==> config.mk <==
export PLATFORM = sky130hd
export DESIGN_NAME = conv_engine_arbiter_flat
export DESIGN_NICKNAME = d
export VERILOG_FILES = /design/src/rtl/conv_engine_arbiter_if.sv /design/src/rtl/conv_engine_arbiter.sv /design/src/flat_wrapper.sv
export SDC_FILE = /design/constraint.sdc
export NUM_CORES = 2
export LEC_CHECK = 0
export CORE_AREA = 8 8 725 727
export CTS_CLUSTER_DIAMETER = 30
export DETAILED_ROUTE_END_ITERATION = 7
export DIE_AREA = 0 0 733 735
export DONT_BUFFER_PORTS = 1
export PLACE_DENSITY = 0.3
export SLEW_MARGIN = 20
export SYNTH_ARGS = -nofsm -noshare
export SYNTH_HDL_FRONTEND = slang
export SYNTH_SLANG_ARGS = --single-unit
==> constraint.sdc <==
create_clock -name clk -period 1.7 [get_ports clk]
set_input_delay 0.34 -clock clk [delete_from_list [all_inputs] [get_ports clk]]
set_output_delay 0.34 -clock clk [all_outputs]
set_load 0.01 [all_outputs]
==> src/rtl/conv_engine_arbiter_if.sv <==
// Bus bundle between the per-requester controllers, the arbiter and the
// shared conv_engine.
//   Requester side : req_valid / req_ready / req_pixel_data (NUM_REQ*256b rows),
//                    rsp_valid / rsp_error / rsp_result (30 x 18b signed).
//   Engine side    : eng_start / eng_pixel_row_data / eng_done / eng_result.
// slave  : the arbiter's view (drives ready, responses and the engine launch).
// master : the environment's view (requesters plus engine).
interface conv_engine_arbiter_if #(
  parameter int unsigned NUM_REQ = 2
);
  logic [NUM_REQ-1:0]     req_valid;
  logic [NUM_REQ-1:0]     req_ready;
  logic [NUM_REQ*256-1:0] req_pixel_data;
  logic [NUM_REQ-1:0]     rsp_valid;
  logic                   rsp_error;
  logic [539:0]           rsp_result;
  logic                   eng_start;
  logic [255:0]           eng_pixel_row_data;
  logic                   eng_done;
  logic [539:0]           eng_result;

  modport slave (
    input  req_valid, req_pixel_data, eng_done, eng_result,
    output req_ready, rsp_valid, rsp_error, rsp_result,
           eng_start, eng_pixel_row_data
  );

  modport master (
    output req_valid, req_pixel_data, eng_done, eng_result,
    input  req_ready, rsp_valid, rsp_error, rsp_result,
           eng_start, eng_pixel_row_data
  );
endinterface

==> src/rtl/conv_engine_arbiter.sv <==
// conv_engine_arbiter: shares one conv_engine between NUM_REQ requesters.
// Requests are granted round-robin; the winner's 32-pixel row is registered
// and launched with a one-cycle eng_start, eng_done is awaited under a
// watchdog of TIMEOUT_CYCLES WAIT cycles, and the 30 results (or zeros plus
// rsp_error on timeout) are returned with a one-cycle rsp_valid pulse.
// Ports:
//   clk, rst   : clock, synchronous active-high reset
//   bus        : requester/engine bundle (slave modport)
//   busy       : high whenever the FSM is not IDLE
//   grant_id   : current owner, valid while busy
//   jobs_done  : successful responses, saturating at 16'hFFFF
module conv_engine_arbiter #(
  parameter int unsigned NUM_REQ        = 2,
  parameter int unsigned TIMEOUT_CYCLES = 1024,
  localparam int unsigned GW = (NUM_REQ > 1) ? $clog2(NUM_REQ) : 1,
  localparam int unsigned CW = (TIMEOUT_CYCLES > 2) ? $clog2(TIMEOUT_CYCLES) : 1
) (
  input  logic                clk,
  input  logic                rst,
  conv_engine_arbiter_if.slave bus,
  output logic                busy,
  output logic [GW-1:0]       grant_id,
  output logic [15:0]         jobs_done
);

  typedef enum logic [1:0] {
    S_IDLE,
    S_LAUNCH,
    S_WAIT,
    S_RESPOND
  } state_t;

  state_t        state, state_d;
  logic [GW-1:0] rr_ptr;
  logic [GW-1:0] grant_q;
  logic [CW-1:0] wd_cnt;
  logic [255:0]  row_q;
  logic [539:0]  result_q;
  logic          err_q;
  logic [15:0]   jobs_q;

  logic          win_found;
  logic [GW-1:0] win_idx;
  logic          timeout_hit;

  // Round-robin search: first asserted req_valid at or above rr_ptr, wrapping.
  always_comb begin
    int unsigned idx;
    win_found = 1'b0;
    win_idx   = '0;
    idx       = 0;
    for (int unsigned k = 0; k < NUM_REQ; k++) begin
      idx = k + 32'(rr_ptr);
      if (idx >= NUM_REQ) idx = idx - NUM_REQ;
      if (!win_found && bus.req_valid[idx]) begin
        win_found = 1'b1;
        win_idx   = GW'(idx);
      end
    end
  end

  assign timeout_hit = (wd_cnt == CW'(TIMEOUT_CYCLES - 1));

  always_ff @(posedge clk) begin
    if (rst) state <= S_IDLE;
    else     state <= state_d;
  end

  always_comb begin
    state_d = state;
    unique case (state)
      S_IDLE:    if (win_found) state_d = S_LAUNCH;
      S_LAUNCH:  state_d = S_WAIT;
      S_WAIT:    if (bus.eng_done || timeout_hit) state_d = S_RESPOND;
      S_RESPOND: state_d = S_IDLE;
      default:   state_d = S_IDLE;
    endcase
  end

  // Datapath registers. eng_done is only looked at in WAIT, so a late done
  // from an aborted job (e.g. after reset) cannot disturb rsp_result.
  always_ff @(posedge clk) begin
    if (rst) begin
      rr_ptr   <= '0;
      grant_q  <= '0;
      wd_cnt   <= '0;
      row_q    <= '0;
      result_q <= '0;
      err_q    <= 1'b0;
      jobs_q   <= '0;
    end else begin
      unique case (state)
        S_IDLE: begin
          if (win_found) begin
            row_q   <= bus.req_pixel_data[win_idx*256 +: 256];
            grant_q <= win_idx;
          end
        end
        S_LAUNCH: wd_cnt <= '0;
        S_WAIT: begin
          // done has priority over a timeout in the same cycle
          if (bus.eng_done) begin
            result_q <= bus.eng_result;
            err_q    <= 1'b0;
          end else if (timeout_hit) begin
            result_q <= '0;
            err_q    <= 1'b1;
          end else begin
            wd_cnt <= wd_cnt + 1'b1;
          end
        end
        S_RESPOND: begin
          rr_ptr <= (grant_q == GW'(NUM_REQ - 1)) ? '0 : grant_q + 1'b1;
          if (!err_q && jobs_q != 16'hFFFF) jobs_q <= jobs_q + 16'd1;
        end
        default: ;
      endcase
    end
  end

  // Outputs decoded from state; req_ready is forced low while rst is held.
  always_comb begin
    bus.req_ready = '0;
    bus.rsp_valid = '0;
    if (state == S_IDLE && !rst && win_found) bus.req_ready[win_idx] = 1'b1;
    if (state == S_RESPOND) bus.rsp_valid[grant_q] = 1'b1;
  end

  assign bus.rsp_error          = (state == S_RESPOND) && err_q;
  assign bus.rsp_result         = result_q;
  assign bus.eng_start          = (state == S_LAUNCH);
  assign bus.eng_pixel_row_data = row_q;
  assign busy                   = (state != S_IDLE);
  assign grant_id               = grant_q;
  assign jobs_done              = jobs_q;

endmodule

==> src/flat_wrapper.sv <==
// flat-port wrapper written by rule: the top's interface ports become plain ports
module conv_engine_arbiter_flat 
#(
  parameter int unsigned NUM_REQ        = 2,
  parameter int unsigned TIMEOUT_CYCLES = 1024,
  localparam int unsigned GW = (NUM_REQ > 1) ? $clog2(NUM_REQ) : 1,
  localparam int unsigned CW = (TIMEOUT_CYCLES > 2) ? $clog2(TIMEOUT_CYCLES) : 1
)
  (clk, rst, busy, grant_id, jobs_done, bus_req_valid, bus_req_pixel_data, bus_eng_done, bus_eng_result, bus_req_ready, bus_rsp_valid, bus_rsp_error, bus_rsp_result, bus_eng_start, bus_eng_pixel_row_data);
  conv_engine_arbiter_if #(.NUM_REQ(NUM_REQ)) bus_i ();
  input  logic clk;
  input  logic rst;
  output logic busy;
  output logic [GW-1:0] grant_id;
  output logic [15:0] jobs_done;
  input wire logic [$bits(bus_i.req_valid)-1:0] bus_req_valid;
  input wire logic [$bits(bus_i.req_pixel_data)-1:0] bus_req_pixel_data;
  input wire logic [$bits(bus_i.eng_done)-1:0] bus_eng_done;
  input wire logic [$bits(bus_i.eng_result)-1:0] bus_eng_result;
  output wire logic [$bits(bus_i.req_ready)-1:0] bus_req_ready;
  output wire logic [$bits(bus_i.rsp_valid)-1:0] bus_rsp_valid;
  output wire logic [$bits(bus_i.rsp_error)-1:0] bus_rsp_error;
  output wire logic [$bits(bus_i.rsp_result)-1:0] bus_rsp_result;
  output wire logic [$bits(bus_i.eng_start)-1:0] bus_eng_start;
  output wire logic [$bits(bus_i.eng_pixel_row_data)-1:0] bus_eng_pixel_row_data;
  assign bus_i.req_valid = bus_req_valid;
  assign bus_i.req_pixel_data = bus_req_pixel_data;
  assign bus_i.eng_done = bus_eng_done;
  assign bus_i.eng_result = bus_eng_result;
  assign bus_req_ready = bus_i.req_ready;
  assign bus_rsp_valid = bus_i.rsp_valid;
  assign bus_rsp_error = bus_i.rsp_error;
  assign bus_rsp_result = bus_i.rsp_result;
  assign bus_eng_start = bus_i.eng_start;
  assign bus_eng_pixel_row_data = bus_i.eng_pixel_row_data;
  conv_engine_arbiter #(.NUM_REQ(NUM_REQ), .TIMEOUT_CYCLES(TIMEOUT_CYCLES)) u_core (.clk(clk), .rst(rst), .bus(bus_i), .busy(busy), .grant_id(grant_id), .jobs_done(jobs_done));
endmodule
Yosys cells after proc, flatten, opt, wreduce, memory -nomap -nowiden
Index checks and enable logic that the tools add are counted.

operators by class
  shift operators = 1
  equality and inequality tests = 9
  $add $sub $neg = 6
  order comparisons = 8
  reduce and logical (&&, ||, !) cells = 20
  mux-type cells = 27

operators with widths
  kind                   count
  $mux 540               2
  $shiftx 512x10->256    1
  $lt 32x2->1 const B    2
  $mux 32                2
  $ge 32x2->1 const B    1
  $sub 32x2->32 const B  1
  $mux 10                2
  $pmux 10 s2            1
  $add 16x1->16 const B  1
  $ne 16x16->1 const B   1
  $mux 1                 13
  $add 10x1->10 const B  1
  $eq 10x10->1 const B   1
  $mux 2                 4
  $pmux 2 s4             1
  $reduce_and 2->1       4
  $logic_and 1x1->1      7
  $reduce_bool 2->1      3
  $eq 2x2->1 const B     2
  $lt 1x2->1 const B     2
  $ne 2x1->1 const B     2
  $ne 2x2->1 const B     2
  $logic_not 1->1        3
  $reduce_and 3->1       1
  other kinds (9)        11

storage, ports and cells
  bits in registers = 827
  input bits = 1,057
  output and inout port bits = 820

Depth between registers and ports, before layout
  depth in word-level cells = 13
  depth in mapped cells = 8
  depth with buffers taken out = 7

Least setup slack after synthesis
No wires, ideal clock.

  kind = register to output
  start = register u_core.state[0]
  end = output port bus_req_ready[0]
  slack = -0.214 ns
  arrival time = 1.574 ns
  path buffers = 2
  stages on the path, launching flop included = 8
  data required time = 1.360 ns
  cells stage by stage = dfxtp_1 -> inv_1 -> ha_1 -> inv_2 -> nor2_4 -> buf_2 -> clkbuf_1 -> and3_1

on the way
  word-level cells in the longest chain between the ends = 4

RTL lines
  element                          line                        text
  from (decl)                      conv_engine_arbiter.sv:33   state_t state, state_d;
  from (signal assigned)           conv_engine_arbiter.sv:66   else state <= state_d;
  $logic_not 2->1                  conv_engine_arbiter.sv:125  if (state == S_IDLE && !rst && win_found) bus.req_ready[win_idx] = 1'b1;
  $logic_and 1x1->1 (2 in series)  conv_engine_arbiter.sv:125
  $mux 2                           conv_engine_arbiter.sv:125
  to (decl)                        flat_wrapper.sv:20          output wire logic [$bits(bus_i.req_ready)-1:0] bus_req_ready;

No other way between the ends.

Worst setup path after layout
Same ends and word-level chain as after synthesis.

==> flow_metrics.py <==
metrics = {
    "clocking": {
        "path_clk_slew_ns": 0.04,
        "cts_tree": "done",
        "clk_latency_ns": 0.93,
        "root_buffer": "clkbuf_16",
        "cts_made_buffers": 280,
        "h-tree-depth": 5,
        "cts_buffer_depth": 4,
        "cts.sinks": 827,
    },
    "timing": {
        "fin_crit_ns": 2.34,
        "finalHoldViolations": 169,
        "layout_worst_path_cycle_share": 1.38,
        "worst_slack_ns": -0.641,
        "rsz0062_at_grt": "yes",
        "setup_violations": 1343,
        "tightest_slew_ns": 1.53,
        "clock.fmax_ghz": 0.427,
        "drv_slew": 19,
        "whs_ns": -0.420,
        "relSlewSlack": -0.0223,
        "fin_skew_ns": 0.0919,
    },
    "synth": {
        "synth_area_leaders": "dfxtp_1 57%, a22o_1 16%, mux2i_1 8.9%",
        "synth_fp_nets": 3606,
        "avgSynthCellArea_um2": 11.5,
        "synthArstFlopShare": 0,
        "synth_cells": 2542,
        "yosysMostFrequentCell": "dfxtp_1",
        "yosysTopAreaCell": "dfxtp_1",
        "seq_area_frac_synth": 0.567,
        "yosysWarningCount": 0,
        "yosysUniqueCellTypes": 46,
        "synth-edff-count": 0,
        "synth_ff_type": "dfxtp_1",
        "syn_area_um2": 29200,
        "yosysTopAreaCellShare": 0.567,
        "ys_ff_latch": 827,
        "synth_common_cells": "827 x dfxtp_1, 540 x a22o_1, 284 x nor2_1",
    },
    "pwr": {
        "power.leakage_uw": 0.0248,
        "p_comb_frac": 0.248,
        "p_clk_frac": 0.481,
        "sw_frac_of_total": 0.346,
        "p_int_uw": 70600,
        "pwr-share-seq": 0.271,
        "power_density_nw_per_um2": 1670,
        "switching_power_uw": 37300,
        "ir_worst_vdd_uv": 900,
    },
    "floorplanning": {
        "start_util": 0.0568,
        "ioPinCount": 1877,
        "chipWidth_um": 733,
        "die_area_um2": 539000,
        "die_h_um": 735,
        "rows": 264,
        "design.core.area_um2": 515000,
    },
    "placement": {
        "routabilityCongestion": 1.04,
        "dpl_cell_area_um2": 39900,
        "numPortBuffers": 0,
        "dp_cells": 9495,
        "post-dp-hpwl_um": 338000,
    },
    "global_routing": {
        "grt_start_max_net_pins": 291,
        "grt_pass1_wl_um": 470000,
        "grt_pass1_vias": 31121,
        "grt.overflow.total": 0,
        "antenna_found_initial": 313,
        "track_usage": 0.140,
    },
    "worst_setup_path": {
        "ff2ff_path_depth": 10,
        "cp.arrival_ns": 2.00,
        "r2r_start": "u_core.wd_cnt[7]",
        "crit_fanout": 2,
        "critPathCaptureType": "primary output",
        "cp-start-kind": "flop",
        "ff2ff_setup_slack_ns": -0.50,
        "timing.rr.end": "u_core.bus.rsp_result[205]",
        "crit_type": "flop to primary output",
        "critPathRequiredTime_ns": 1.36,
    },
    "final_layout": {
        "layout.nets": 5184,
        "areaGrowthSynthToFinish_pct": 122,
        "multi_input_area_um2": 12300,
        "stdcell_area_um2": 64800,
        "ff_latch_area_um2": 16600,
        "drive_above_1_share": 0.295,
        "instances_no_fill": 11221,
        "fillCellCount": 57899,
    },
    "min_path": {
        "hold_end": "u_core.jobs_done[10]",
        "hold_start": "rst",
        "min_path_type": "input port to flop",
        "whs_path_depth": 1,
    },
    "routing": {
        "drtPass1Iterations": 6,
        "vias": 31503,
        "vias_per_cell": 2.81,
        "ant_nets": 0,
        "initialDrtViolationCount": 2135,
        "route.detailed.drc": 0,
        "wl_per_cell_um": 36.0,
        "routed_wirelength_um": 405000,
    },
    "run_status": {
        "status": "complete, but fails checks",
        "violations": "negative hold slack, max-slew violations, negative setup slack",
    },
    "job": {
        "drv_cap": 0,
    },
}
[cell type report]
cell class	count	share of cell area
Clock inverter	106	0.0225
Multi-Input combinational cell	1468	0.190
Sequential cell	827	0.256
Inverter	7	0.000483
Tap cell	6783	0.131
Antenna cell	105	0.00406
Clock buffer	389	0.124
Timing Repair Buffer	1536	0.272
[per-layer routing]
layer / vias up / track usage / wire, um
met5: - / 0 / 460
met4: 72 / 0.0569 / 21900
met3: 874 / 0.102 / 65900
met2: 2450 / 0.228 / 184000
met1: 15026 / 0.135 / 133000
li1: 13081 / - / -
[worst max-delay path, cell delays in order, from the launching register on]
cell and delay, ns:
dfxtp_2 0.31, inv_2 0.06, buf_6 0.10, ha_4 0.15
inv_4 0.04, nor2_4 0.11, buf_6 0.12, and3_4 0.25
[per-stage QoR]
stage	total power, uW	TNS [ns]	setup WS, ns	utilization
after floorplan	33700	-0.00300	-0.00300	-
after global placement	46200	-359.04	-0.639	0.0776
after detailed placement	46400	-357.85	-0.638	0.0776
after CTS	106000	-433.98	-0.822	0.120
after global routing	113000	-431.29	-0.793	0.126
final	108000	-291.87	-0.641	0.126
[worst max-delay path by stage]
stage | from | end | slack (ns) | depth (start not counted)
finish | u_core.state[0] | bus_req_ready[0] | -0.64 | 7
global route | u_core.state[0] | bus_req_ready[0] | -0.79 | 7
CTS | u_core.state[1] | bus_req_ready[0] | -0.82 | 7
detailed placement | u_core.wd_cnt[1] | u_core.bus.rsp_result[199] | -0.64 | 7
global placement | u_core.wd_cnt[1] | u_core.bus.rsp_result[70] | -0.64 | 8
floorplan | u_core.state[0] | bus_req_ready[0] | -0.003 | 7
[state kept, by name, indices dropped and copies added, names as in the netlist]
signal	count
u_core.bus.eng_pixel_row_data	256
u_core.bus.rsp_result	540
u_core.err_q	1
u_core.grant_id	1
u_core.jobs_done	16
u_core.rr_ptr	1
u_core.state	2
u_core.wd_cnt	10
[kinds of logic (layout without fill, tap and decap cells)]
logic type | after synthesis | in the layout | synth area share
AOI/OAI and AO/OA | 827 | 827 | 0.235
DFF | 827 | 827 | 0.567
and+or+nand+nor | 361 | 361 | 0.0527
muxes | 264 | 264 | 0.0907
buffers and inverters | 247 | 2038 | 0.0497
xor gates and xnor gates | 9 | 9 | 0.00270
adders and majority gates | 7 | 7 | 0.00300
other | 0 | 105 | 0
[timing repair]
item	in CTS	in global routing
resized for setup	221	325
endpoints found under the hold margin	827	282
hold buffers	885	26
buffers inserted	75	50
setup endpoints to repair	1633	1614
gates cloned	71	37
pin swaps	237	157
[power by group through the flow]
| stage | combinational, uW | clock [uW] | sequential, uW |
|---|---|---|---|
| 2_1_floorplan | 7370 | 0 | 26300 |
| 3_3_place_gp | 16700 | 0 | 29500 |
| 3_5_place_dp | 16900 | 0 | 29500 |
| 4_1_cts | 23300 | 53200 | 29200 |
| 5_1_grt | 28800 | 54400 | 29700 |
| 6_report | 26700 | 51900 | 29300 |
[cell usage in the layout, fill, tap and decap left out, types with 9 or more instances in the layout]
cell type      instances
diode_2              105
clkbuf_16            310
clkbuf_1              48
buf_6                 43
clkbuf_8              60
mux2i_2               21
nor2_4                20
buf_16                97
nor2_2                23
buf_12                59
clkinv_16             10
a211oi_1             175
dfxtp_1              815
bufinv_16             17
dfxtp_2               10
mux2i_1              218
buf_8                 41
mux2i_4               20
nand4_1               12
inv_16                 9
a21oi_1               12
a22o_1               540
dlygate4sd3_1        911
a211oi_2              85
nor2_1               243
nand2_1               13
buf_4                350
clkinv_2              48
nand3_1               10
Note: power is estimated with default switching activity, not from simulation.
